**config.mk**
```make
export PLATFORM = sky130hd
export DESIGN_NAME = matrix_op_sequencer
export DESIGN_NICKNAME = d
export VERILOG_FILES = /design/src/rtl/matrix_op_sequencer.sv
export SDC_FILE = /design/constraint.sdc
export NUM_CORES = 1
export LEC_CHECK = 0
export ABC_AREA = 1
export BUFFER_PORTS_ARGS = -buffer_cell sky130_fd_sc_hd__buf_4
export CAP_MARGIN = 20
export CORE_MARGIN = 2
export CORE_UTILIZATION = 40
export CTS_CLUSTER_DIAMETER = 60
export DETAILED_ROUTE_END_ITERATION = 8
export GPL_ROUTABILITY_DRIVEN = 0
export PLACE_DENSITY_LB_ADDON = 0.25
export SLEW_MARGIN = 20
export SYNTH_ARGS = -nofsm -noshare
export SYNTH_HDL_FRONTEND = slang
export SYNTH_SLANG_ARGS = --single-unit
export TNS_END_PERCENT = 5
```
**constraint.sdc**
```tcl
create_clock -name clk -period 10.6 [get_ports clk]
set_input_delay 2.12 -clock clk [delete_from_list [all_inputs] [get_ports clk]]
set_output_delay 2.12 -clock clk [all_outputs]
set_load 0.02 [all_outputs]
```
**src/rtl/matrix_op_sequencer.sv**
```systemverilog
// Sequencer for the N x N signed matrix datapath: walks element indices,
// reads banks A/B, computes each result element and writes bank C.
module matrix_op_sequencer #(
    parameter int unsigned N    = 5,
    parameter int unsigned DW   = 8,
    parameter int unsigned AW   = 5,
    parameter int unsigned ACCW = 20
) (
    input  logic          clk,
    input  logic          reset,
    input  logic          start,
    input  logic [2:0]    opcode,
    output logic [AW-1:0] rd_addr_a,
    output logic [AW-1:0] rd_addr_b,
    input  logic [DW-1:0] rd_data_a,
    input  logic [DW-1:0] rd_data_b,
    output logic          wr_en,
    output logic [AW-1:0] wr_addr,
    output logic [DW-1:0] wr_data,
    output logic          busy,
    output logic          done,
    output logic          err,
    output logic          ovf
);

    localparam int unsigned CW = (N > 1) ? $clog2(N) : 1;
    localparam logic [CW-1:0] LAST = CW'(N - 1);

    localparam logic [2:0] OP_ADD = 3'b000;
    localparam logic [2:0] OP_SUB = 3'b001;
    localparam logic [2:0] OP_MUL = 3'b010;
    localparam logic [2:0] OP_SCL = 3'b011;
    localparam logic [2:0] OP_TRN = 3'b100;
    localparam logic [2:0] OP_NEG = 3'b101;

    localparam logic signed [ACCW-1:0] SMAX = {{(ACCW-DW+1){1'b0}}, {(DW-1){1'b1}}};
    localparam logic signed [ACCW-1:0] SMIN = {{(ACCW-DW+1){1'b1}}, {(DW-1){1'b0}}};

    typedef enum logic [1:0] {IDLE, FETCH, WRITE, DONE} state_t;

    state_t                 state, state_d;
    logic [CW-1:0]          row, col, k;
    logic [CW-1:0]          row_d, col_d, k_d;
    logic [2:0]             op, op_d;
    logic                   err_d, ovf_d;
    logic signed [ACCW-1:0] acc;
    logic signed [ACCW-1:0] a_ext, b_ext, prod, result;
    logic [DW-1:0]          sat_val;
    logic                   clamp;

    // Row-major linear address of element (r, c)
    function automatic logic [AW-1:0] lin(input logic [CW-1:0] r, input logic [CW-1:0] c);
        return AW'(32'(r) * N + 32'(c));
    endfunction

    // Sign-extended operands and their full-width product
    always_comb begin
        a_ext = {{(ACCW-DW){rd_data_a[DW-1]}}, rd_data_a};
        b_ext = {{(ACCW-DW){rd_data_b[DW-1]}}, rd_data_b};
        prod  = a_ext * b_ext;
    end

    // Per-element result and saturation to the element range
    always_comb begin
        result = '0;
        case (op)
            OP_ADD:  result = a_ext + b_ext;
            OP_SUB:  result = a_ext - b_ext;
            OP_MUL:  result = acc + prod;
            OP_SCL:  result = prod;
            OP_TRN:  result = a_ext;
            OP_NEG:  result = -a_ext;
            default: result = '0;
        endcase
        clamp   = 1'b0;
        sat_val = result[DW-1:0];
        if (result > SMAX) begin
            clamp   = 1'b1;
            sat_val = SMAX[DW-1:0];
        end else if (result < SMIN) begin
            clamp   = 1'b1;
            sat_val = SMIN[DW-1:0];
        end
    end

    // Write data follows the bank read data, so it is only driven in WRITE
    always_comb begin
        wr_data = '0;
        if (state == WRITE) wr_data = sat_val;
    end

    // Next-state, counter and status-flag logic
    always_comb begin
        state_d = state;
        row_d   = row;
        col_d   = col;
        k_d     = k;
        op_d    = op;
        err_d   = err;
        ovf_d   = ovf;
        case (state)
            IDLE: begin
                if (start) begin
                    op_d  = opcode;
                    row_d = '0;
                    col_d = '0;
                    k_d   = '0;
                    ovf_d = 1'b0;
                    if (opcode > OP_NEG) begin
                        err_d   = 1'b1;
                        state_d = DONE;
                    end else begin
                        err_d   = 1'b0;
                        state_d = FETCH;
                    end
                end
            end
            FETCH: begin
                if (op == OP_MUL && k != LAST) k_d = k + CW'(1);
                else                           state_d = WRITE;
            end
            WRITE: begin
                if (clamp) ovf_d = 1'b1;
                k_d     = '0;
                state_d = FETCH;
                if (col == LAST) begin
                    col_d = '0;
                    if (row == LAST) begin
                        row_d   = '0;
                        state_d = DONE;
                    end else begin
                        row_d = row + CW'(1);
                    end
                end else begin
                    col_d = col + CW'(1);
                end
            end
            DONE:    state_d = IDLE;
            default: state_d = IDLE;
        endcase
    end

    // State, counters and registered outputs derived from the next state
    always_ff @(posedge clk or posedge reset) begin
        if (reset) begin
            state     <= IDLE;
            row       <= '0;
            col       <= '0;
            k         <= '0;
            op        <= '0;
            err       <= 1'b0;
            ovf       <= 1'b0;
            rd_addr_a <= '0;
            rd_addr_b <= '0;
            wr_en     <= 1'b0;
            wr_addr   <= '0;
            busy      <= 1'b0;
            done      <= 1'b0;
        end else begin
            state     <= state_d;
            row       <= row_d;
            col       <= col_d;
            k         <= k_d;
            op        <= op_d;
            err       <= err_d;
            ovf       <= ovf_d;
            wr_en     <= (state_d == WRITE);
            wr_addr   <= lin(row_d, col_d);
            busy      <= (state_d == FETCH) || (state_d == WRITE);
            done      <= (state_d == DONE);
            if (op_d == OP_TRN)      rd_addr_a <= lin(col_d, row_d);
            else if (op_d == OP_MUL) rd_addr_a <= lin(row_d, k_d);
            else                     rd_addr_a <= lin(row_d, col_d);
            if (op_d == OP_MUL)      rd_addr_b <= lin(k_d, col_d);
            else if (op_d == OP_SCL) rd_addr_b <= '0;
            else                     rd_addr_b <= lin(row_d, col_d);
        end
    end

    // Dot-product accumulator: cleared on k=0, adds the previous fetch after that
    always_ff @(posedge clk or posedge reset) begin
        if (reset) begin
            acc <= '0;
        end else if (state == FETCH) begin
            if (k == '0) acc <= '0;
            else         acc <= acc + prod;
        end
    end

endmodule

```
# After elaboration in Yosys (flattened, before gate mapping)
# Cells that the tools add are included.
[totals]
wordCells = 92
ff_bits = 54
in_bits = 22
[op_classes]
n_lt_le_gt_ge = 3
eq_ne = 19
n_mul = 4
addsub = 11
reduce_logical = 8
mux = 33
[ops]
columns = ["cell", "count"]
rows = [
  ["20-bit case mux with 6 select lines", 1],
  ["3-bit two-way mux", 9],
  ["8-bit two-way mux", 3],
  ["20-bit by 16-bit adder with 20-bit output", 1],
  ["5-bit by 3-bit adder with 5-bit output", 4],
  ["20-bit by 8-bit > comparator with 1-bit output (second input constant)", 1],
  ["20-bit by 8-bit less-than comparator with 1-bit output (second input constant)", 1],
  ["20-bit two-way mux", 1],
  ["5-bit two-way mux", 4],
  ["8-bit negation with 20-bit output", 1],
  ["8-bit by 8-bit multiplier with 16-bit output", 1],
  ["3-bit == test (second input constant)", 5],
  ["3-bit by 3-bit multiplier with 5-bit output (second input constant)", 3],
  ["3-bit by 2-bit == test with 1-bit output (second input constant)", 4],
  ["3-bit case mux with 2 select lines", 2],
  ["2-bit two-way mux", 5],
  ["3-bit by 1-bit adder with 3-bit output (second input constant)", 3],
  ["8-bit by 8-bit adder with 9-bit output", 1],
  ["3-bit case mux with 3 select lines", 1],
  ["8-bit by 8-bit subtractor with 9-bit output", 1],
  ["2-bit == test (second input constant)", 4],
  ["2-bit case mux with 4 select lines", 1],
  ["3-bit logical NOT", 2],
  ["1-bit two-way mux", 5],
  ["12 further kinds", 14],
]

# Depth between registers and ports, before layout
# Gate-level depths: netlist (run 1).
[logic_depth]
depth_word = 8
depth_mapped = 41

# Worst setup path before layout (run 1)
# OpenSTA, ideal clock, no wires.
[synth_timing]
path_kind = "input port to output port"
startpoint = "input port rd_data_b[2]"
endpoint = "output port wr_data[3]"
cell_stages = 33
t_arrival_ns = 7.715
t_required_ns = 8.480
path_slack_ns = 0.765
cell_sequence = "clkbuf_1 nand2_1 inv_1 fa_1 inv_1 fa_1 inv_1 fa_1 inv_1 fa_1 inv_1 ha_1 nand2_1 nor2_1 and3_1 nor2_1 nand3_1 nand2_1 inv_2 ha_1 clkbuf_1 nand3_1 nor2_1 nand4_1 nand4_1 nand3_1 nand3_1 nand2_1 nor2_1 nand3_2 nand2_4 o31ai_1 a21oi_1"
[synth_between]
elab_chain_cells = 7
elab_cells_between_ends = 10
classes_between = "3 x add/sub; 1 x mul; 2 x order compare; 4 x mux"
[synth_rtl]
columns = ["element", "line_no", "rtl"]
rows = [
  ["from (decl)", "16", "input logic [DW-1:0] rd_data_b,"],
  ["8-bit by 8-bit multiplier with 16-bit output", "60", "prod = a_ext * b_ext;"],
  ["20-bit by 16-bit adder with 20-bit output", "69", "OP_MUL: result = acc + prod;"],
  ["20-bit case mux with 6 select lines (*)", "66", "case (op)"],
  ["20-bit by 8-bit less-than comparator with 1-bit output", "80", "end else if (result < SMIN) begin"],
  ["8-bit two-way mux", "80", ""],
  ["8-bit two-way mux (*)", "77", "if (result > SMAX) begin"],
  ["8-bit two-way mux (*)", "89", "if (state == WRITE) wr_data = sat_val;"],
  ["to (decl)", "19", "output logic [DW-1:0] wr_data,"],
]
# Every way passes the cells marked *; elsewhere a longest branch is shown, timed or not.

# Worst setup path after layout (run 1)
[layout_timing]
startpoint = "input port rd_data_b[7]"
endpoint = "output port wr_data[6]"
# The elaborated chain is that of the path after synthesis.

==> results of run 1 <==
-- routing by layer --
metal	wire, µm	part of all wire (%)
met1	11540	50
met5	0	0
met2	9914	43
met4	278	1.2
met3	1232	5.4
-- area by class of cell --
cell class	count	area, µm²
clock inverters	2	38.79
clock buffers	6	138.9
repair buffers	58	439.2
multi-input cells	879	6246
inverters	284	1074
well taps	275	344.1
fillers	2114	11390
flip-flops and latches	54	1351
-- worst paths after layout --
kind | from | endpoint | slack, ns
setup / recovery | rd_data_b[7] | wr_data[6] | 0.39
hold / removal | err | err | 0.50
setup reg to reg | op[2] | rd_addr_a[4] | 6.58
hold reg to reg | err | err | 0.50
max in group asynchronous | reset | wr_addr[0] | 8.10
min in group asynchronous | reset | acc[15] | 2.04
-- worst register-to-register path, delay by kind of cell (launching register included) --
kind / cells / cell delay, ns
and+or+nand+nor: 3 / 1.18
AOI/OAI and AO/OA: 5 / 0.92
muxes: 1 / 0.10
DFF: 1 / 0.48
adders and majority gates: 1 / 0.47
xor gates and xnor gates: 1 / 0.19
buffers and inverters: 3 / 0.55
-- registers in the layout, summed over array words and instances (netlist names) --
signal     count
wr_addr        5
busy           1
ovf            1
wr_en          1
err            1
done           1
rd_addr_b      5
op             3
acc           20
rd_addr_a      5
col            3
state          2
row            3
k              3
-- power groups by stage --
stage	Combinational [mW]	Clock, mW	Sequential (mW)
2_1_floorplan	1.64	0	0.329
3_3_place_gp	2.18	0	0.309
3_5_place_dp	2.19	0	0.310
4_1_cts	2.21	0.204	0.307
5_1_grt	2.74	0.211	0.315
6_report	2.42	0.201	0.308
-- cells by family after synthesis --
| kind of cell | synth area share, % |
|---|---|
| AND/OR/NAND/NOR | 27.52 |
| buffers and inverters | 13.83 |
| AO/OA/AOI/OAI | 11.29 |
| XOR/XNOR | 2.457 |
| flip-flops | 15.79 |
| adder cells (fa/ha/maj) | 28.99 |
| multiplexers | 0.1170 |
-- what timing repair did --
item	4_1_cts	5_1_grt
setup buffers	0	6
hold endpoints to repair	0	0
endpoints found under the setup margin	0	8
resized for setup	0	55
-- cells in the final DEF (no fill, tap or decap), types with 3 or more instances in the layout --
master / synthesis / final
nor3_1: 9 / 8
inv_1: 270 / 267
clkbuf_16: 0 / 5
dfrtp_1: 54 / 54
ha_2: 0 / 7
o2111ai_1: 3 / 3
xnor2_1: 13 / 13
o21ai_0: 48 / 48
ha_1: 99 / 86
o21bai_1: 4 / 4
o21ai_1: 5 / 5
nor2_1: 87 / 78
nand3b_1: 10 / 10
fa_1: 62 / 60
a22o_1: 6 / 6
o211ai_1: 3 / 3
nand4_1: 20 / 20
o31ai_1: 4 / 4
a32o_1: 11 / 11
nor2_4: 2 / 3
nand2_2: 7 / 13
nand2_1: 295 / 289
xor2_1: 11 / 11
o21ai_2: 3 / 3
a21oi_1: 58 / 48
a21oi_2: 1 / 9
ha_4: 0 / 6
o22ai_1: 6 / 6
nor2_2: 5 / 13
nand3_1: 78 / 74
and2_1: 7 / 6
buf_4: 5 / 57
nand3_2: 4 / 8
inv_2: 13 / 15
==> results.md, run 1 <==
* Status: complete, no violations
* Max incr delay on CP at approximately 0.55 ns
* CTS root buffer: clkbuf_16
* Met1 Use GR at a little under a third
* Crit-path slowest cell: fa_1
* CTS clk-pin slew, worst paths at approximately 0.080 ns
* Clk network pwr share at between 6 and 7%
* CP bufs+invs at 7
* Clock skew at ~0.0067 ns
* Post-synth top area share at 15.79%
* Global-route usage over all layers at a little over a fifth
* Post-Place Cells at ~1500
* DP HPWL at about 19 mm
* NetSw at between 1.5 and 2 mW
* Worst r2r path cells at 14
* Sw Ratio at about 57%
* Initial antenna violation count at 0
* N_diodes at 0
* Post-DRT Antenna Nets at 0
* #FFs+latches synth at 54
* Largest net degree at the start of global routing at between 50 and 60
* CP Max Fanout at 8
* CTS buffer count at 5
* Crit end category: output pin
* Avg WL per Cell at roughly 15 µm
* Total gr overflow at 0
* Die area at between 20000 and 25000 µm²
* Vias at between 7000 and 8000
* Synth area leader: dfrtp_1
* Met2 Track Usage GR at approximately a third
* # IOs at 50
* Die width at 150.3 µm
* Crit path depth at 32
* Setup TNS at 0 ns
* Fin area at roughly 9600 µm²
* Least-Margin Pin Slew at roughly 0.9 ns
* Relative slew slack at between 30% and 40%
* Mean Syn Cell Area at 6.889 µm²
* Vias in the first global route at approximately 7600
* Most Crowded Layer GR: met2
* FP Rows at 53
* Top post-synthesis cells by count: 295 x nand2_1, 270 x inv_1, 99 x ha_1
* Final period util at 96.35%
* Post-Syn Area at 8556 µm²
* Tot Pwr at between 2 and 3 mW
* Sequential Power Share at 10.5%
* Vias per inst at between 5 and 6
* Met3 Use GR at 3.515%
* CTS sink cnt at 54
* Fin. max-slew vios at 0
* Distinct cells, synth at 47
* Synth Flop Type: dfrtp_1
* CP required at roughly 8.5 ns
* Top delay family on crit path: adder cells
* Synth warn at 0
* Final hold vios at 0
* WS Path Type: in -> out
* Worst VDD drop at approximately 0.00014 V
* Cell internal pwr at between 1 and 1.5 mW
* Number of max-cap violations at 0
* CP Data Arrival Time at between 8 and 9 ns
* Clock latency on the worst-skew pair at 0.30 ns
* Ys async rst share at 100.0%
* DRT iter0 DRCs at approximately 660
* Synth Instances at 1242
* Final WL at 22.97 mm
* CTS Hold Bufs at 0
* Iteration count of the initial detailed-routing pass at 8
* Syn Nets at roughly 1400
* Core ar. at 21020 µm²
* Area after DPL at between 9000 and 10000 µm²
* EDFF count, synth at 0
* Port Buffers at between 40 and 50
* Final worst slack at 0.3864 ns
* Synth area leaders: dfrtp_1 16%, fa_1 15%, ha_1 14%, nand2_1 13%, inv_1 12%
* Pwr dens at approximately 300 nW/µm²
* Sequential area share after synthesis at between 15 and 20%
* CTS max path bufs at 2
* CTS tree: built
* DR DRC count at 0
* Nets@finish at around 1500
* Layout Cells excl Fill at between 1500 and 2000
* Final hold slack at approximately 0.5 ns
* Startpoint types: input port
* Hold Path Depth at 2
* Post-layout util at between 40% and 50%
* FMAX at 0.09791 GHz
* RSZ-0062 raised after global routing: true
* Starting Density at between 40 and 50%
* CTS H-tree depth at 2
* Hold Path Class: reg -> reg
* Cell with the most instances after synthesis: nand2_1
* Min Tclk post-route at 10.21 ns
* Proportion of layout cells with a drive suffix above 1 at 12.55%
* Pre-CTS WS at roughly 0.15 ns
* Pleak at ~5.4 nW
* Global-route wire length before repair at ~39 mm
* Logic pwr share at 82.7%
* Final setup violation count at 0
* Area grow syn2layout at 12.58%
* Die height at 150.3 µm
Power figures use the tool's default switching activity.
==> inputs of run 2 (changes only) <==
- RECOVER_POWER: default -> 50
- TNS_END_PERCENT: 5 -> 30
==> run 2 against run 1 <==
Against the previous run: the flow now finishes with violations (max-capacitance violations, max-slew violations); worst hold slack is essentially flat; design area shrank 0.19%; worst setup slack got worse by 0.033 ns; critical endpoint unchanged; largest cell class unchanged; highest routed layer unchanged.
==> results.md, run 2 (same netlist as run 1, synthesis figures left out) <==
* Proportion of layout cells with a drive suffix above 1 at 12.08%
* Pwr dens at around 300 nW/µm²
* CTS root buffer: clkbuf_16
* Global-route usage over all layers at 21.39%
* Total gr overflow at 0
* WS Path Type: in -> out
* # IOs at 50
* Die area at 22580 µm²
* Crit-path slowest cell: fa_1
* CP Data Arrival Time at roughly 8.1 ns
* Clock latency on the worst-skew pair at 0.29 ns
* RSZ-0062 raised after global routing: true
* Vias per inst at ~5
* Met3 WL at 1.229 mm
* Initial antenna violation count at 0
* Post-Place Cells at 1544
* Failing checks: max-capacitance violations, max-slew violations
* Layout Cells excl Fill at approximately 1600
* Min Tclk post-route at between 10 and 15 ns
* Crit end category: output pin
* Final worst slack at around 0.35 ns
* Global-route wire length before repair at approximately 39 mm
* Port Buffers at roughly 50
* Nets@finish at 1465
* Core ar. at 21020 µm²
* Worst VDD drop at roughly 0.00014 V
* Least-Margin Pin Slew at just over 3 ns
* Most common cell after layout, fill and taps aside: nand2_1
* CTS clk-pin slew, worst paths at 0.08 ns
* CTS buffer count at 5
* Iteration count of the initial detailed-routing pass at 5
* CP required at around 8.5 ns
* Fin. max-slew vios at 55
* Max incr delay on CP at roughly 0.55 ns
* Vias in the first global route at between 7000 and 8000
* Largest net degree at the start of global routing at between 50 and 60
* Post-DRT Antenna Nets at 0
* FP Rows at 53
* Commonest cells after routing, fill and taps aside: 289 x nand2_1, 268 x inv_1, 86 x ha_1, 78 x nor2_1, 74 x nand3_1
* CTS H-tree depth at 2
* N_diodes at 0
* WL met1 at around 12 mm
* Status: complete, but fails checks
* Largest register by flop count: acc
* DP HPWL at about 19 mm
* CTS tree: built
* Final period util at between 90 and 100%
* Max reg flops at 20
* Clock skew at roughly 0.0065 ns
* Pleak at roughly 5.4 nW
* Final setup violation count at 0
* Final hold vios at 0
* FMAX at just under 0.1 GHz
* Starting Density at about 40%
* Hold Path Class: reg -> reg
* DRT iter0 DRCs at around 650
* Startpoint types: input port
* Relative slew slack at -103.4%
* Area grow syn2layout at 12.36%
* Pre-CTS WS at 0.1507 ns
* CP Max Fanout at 8
* Final WL at between 20 and 25 mm
* R2R setup slack at 6.58 ns
* CTS sink cnt at 54
* Vias at slightly below 8000
* Fill count at 2117
* Routed wl met2 at between 9 and 10 mm
* DR DRC count at 0
* CTS max path bufs at 2
* Number of max-cap violations at 1
* Avg WL per Cell at ~15 µm
* Highest metal used: met4
* Die width at between 150 and 200 µm
* Die height at around 150 µm
[run 2: layer usage]
metal  vias up  GRT usage (%)
met5         -              0
met4         0          2.264
met3        21          3.515
met2       187          33.70
met1      3599          31.86
li1       3995              -
[run 2: path summary, 6_finish.rpt]
check,start,to,depth (start not counted)
worst max-delay path,rd_data_b[7],wr_data[6],32
worst min-delay path,err,err,2
worst max register to register,op[2],rd_addr_a[4],14
worst min register to register,err,err,2
max in group asynchronous,reset,wr_addr[0],3
min in group asynchronous,reset,acc[15],3
[run 2: per-stage QoR]
step                      cell area [µm²]  utilization [%]  power [mW]  setup TNS (ns)  hold slack (ns)
final                                9613            45.73       2.932               0           0.4996
after global routing                 9613            45.73       3.266        -0.06384           0.5291
after CTS                            9354            44.50       2.717               0           0.5001
after detailed placement             9176            43.65       2.505               0           0.4786
after global placement               9176            43.65       2.490               0           0.4747
after floorplan                      8556                -       1.967               0           0.4594
[run 2: where the power goes]
part           total [mW]  leakage [nW]  internal (mW)  switching, mW
logic                2.42          4.57          0.867           1.56
clock network       0.200        0.0875          0.119         0.0811
registers           0.308         0.723          0.267         0.0411
total                2.93          5.38           1.25           1.68
[run 2: final cells by class]
class                   count  area (µm²)  share of cell area (%)
clock inverters             2       38.79                  0.4035
clock buffers               6       138.9                   1.445
well taps                 275       344.1                   3.579
flip-flops and latches     54        1351                   14.06
multi-input cells         879        6238                   64.90
repair buffers             58       427.9                   4.451
inverters                 284        1074                   11.17
[run 2: repair_timing]
action / 4_1_cts / 5_1_grt
setup buffers: 0 / 6
hold endpoints to repair: 0 / 0
endpoints found under the setup margin: 0 / 8
hold buffers: 0 / 0
resized for setup: 0 / 55
[run 2: worst max-delay path, delay by kind of cell]
kind	cells	cell delay [ns]
buf+inv	7	0.86
fa+ha+maj	6	2.70
simple gates	16	2.02
compound gates	3	0.41
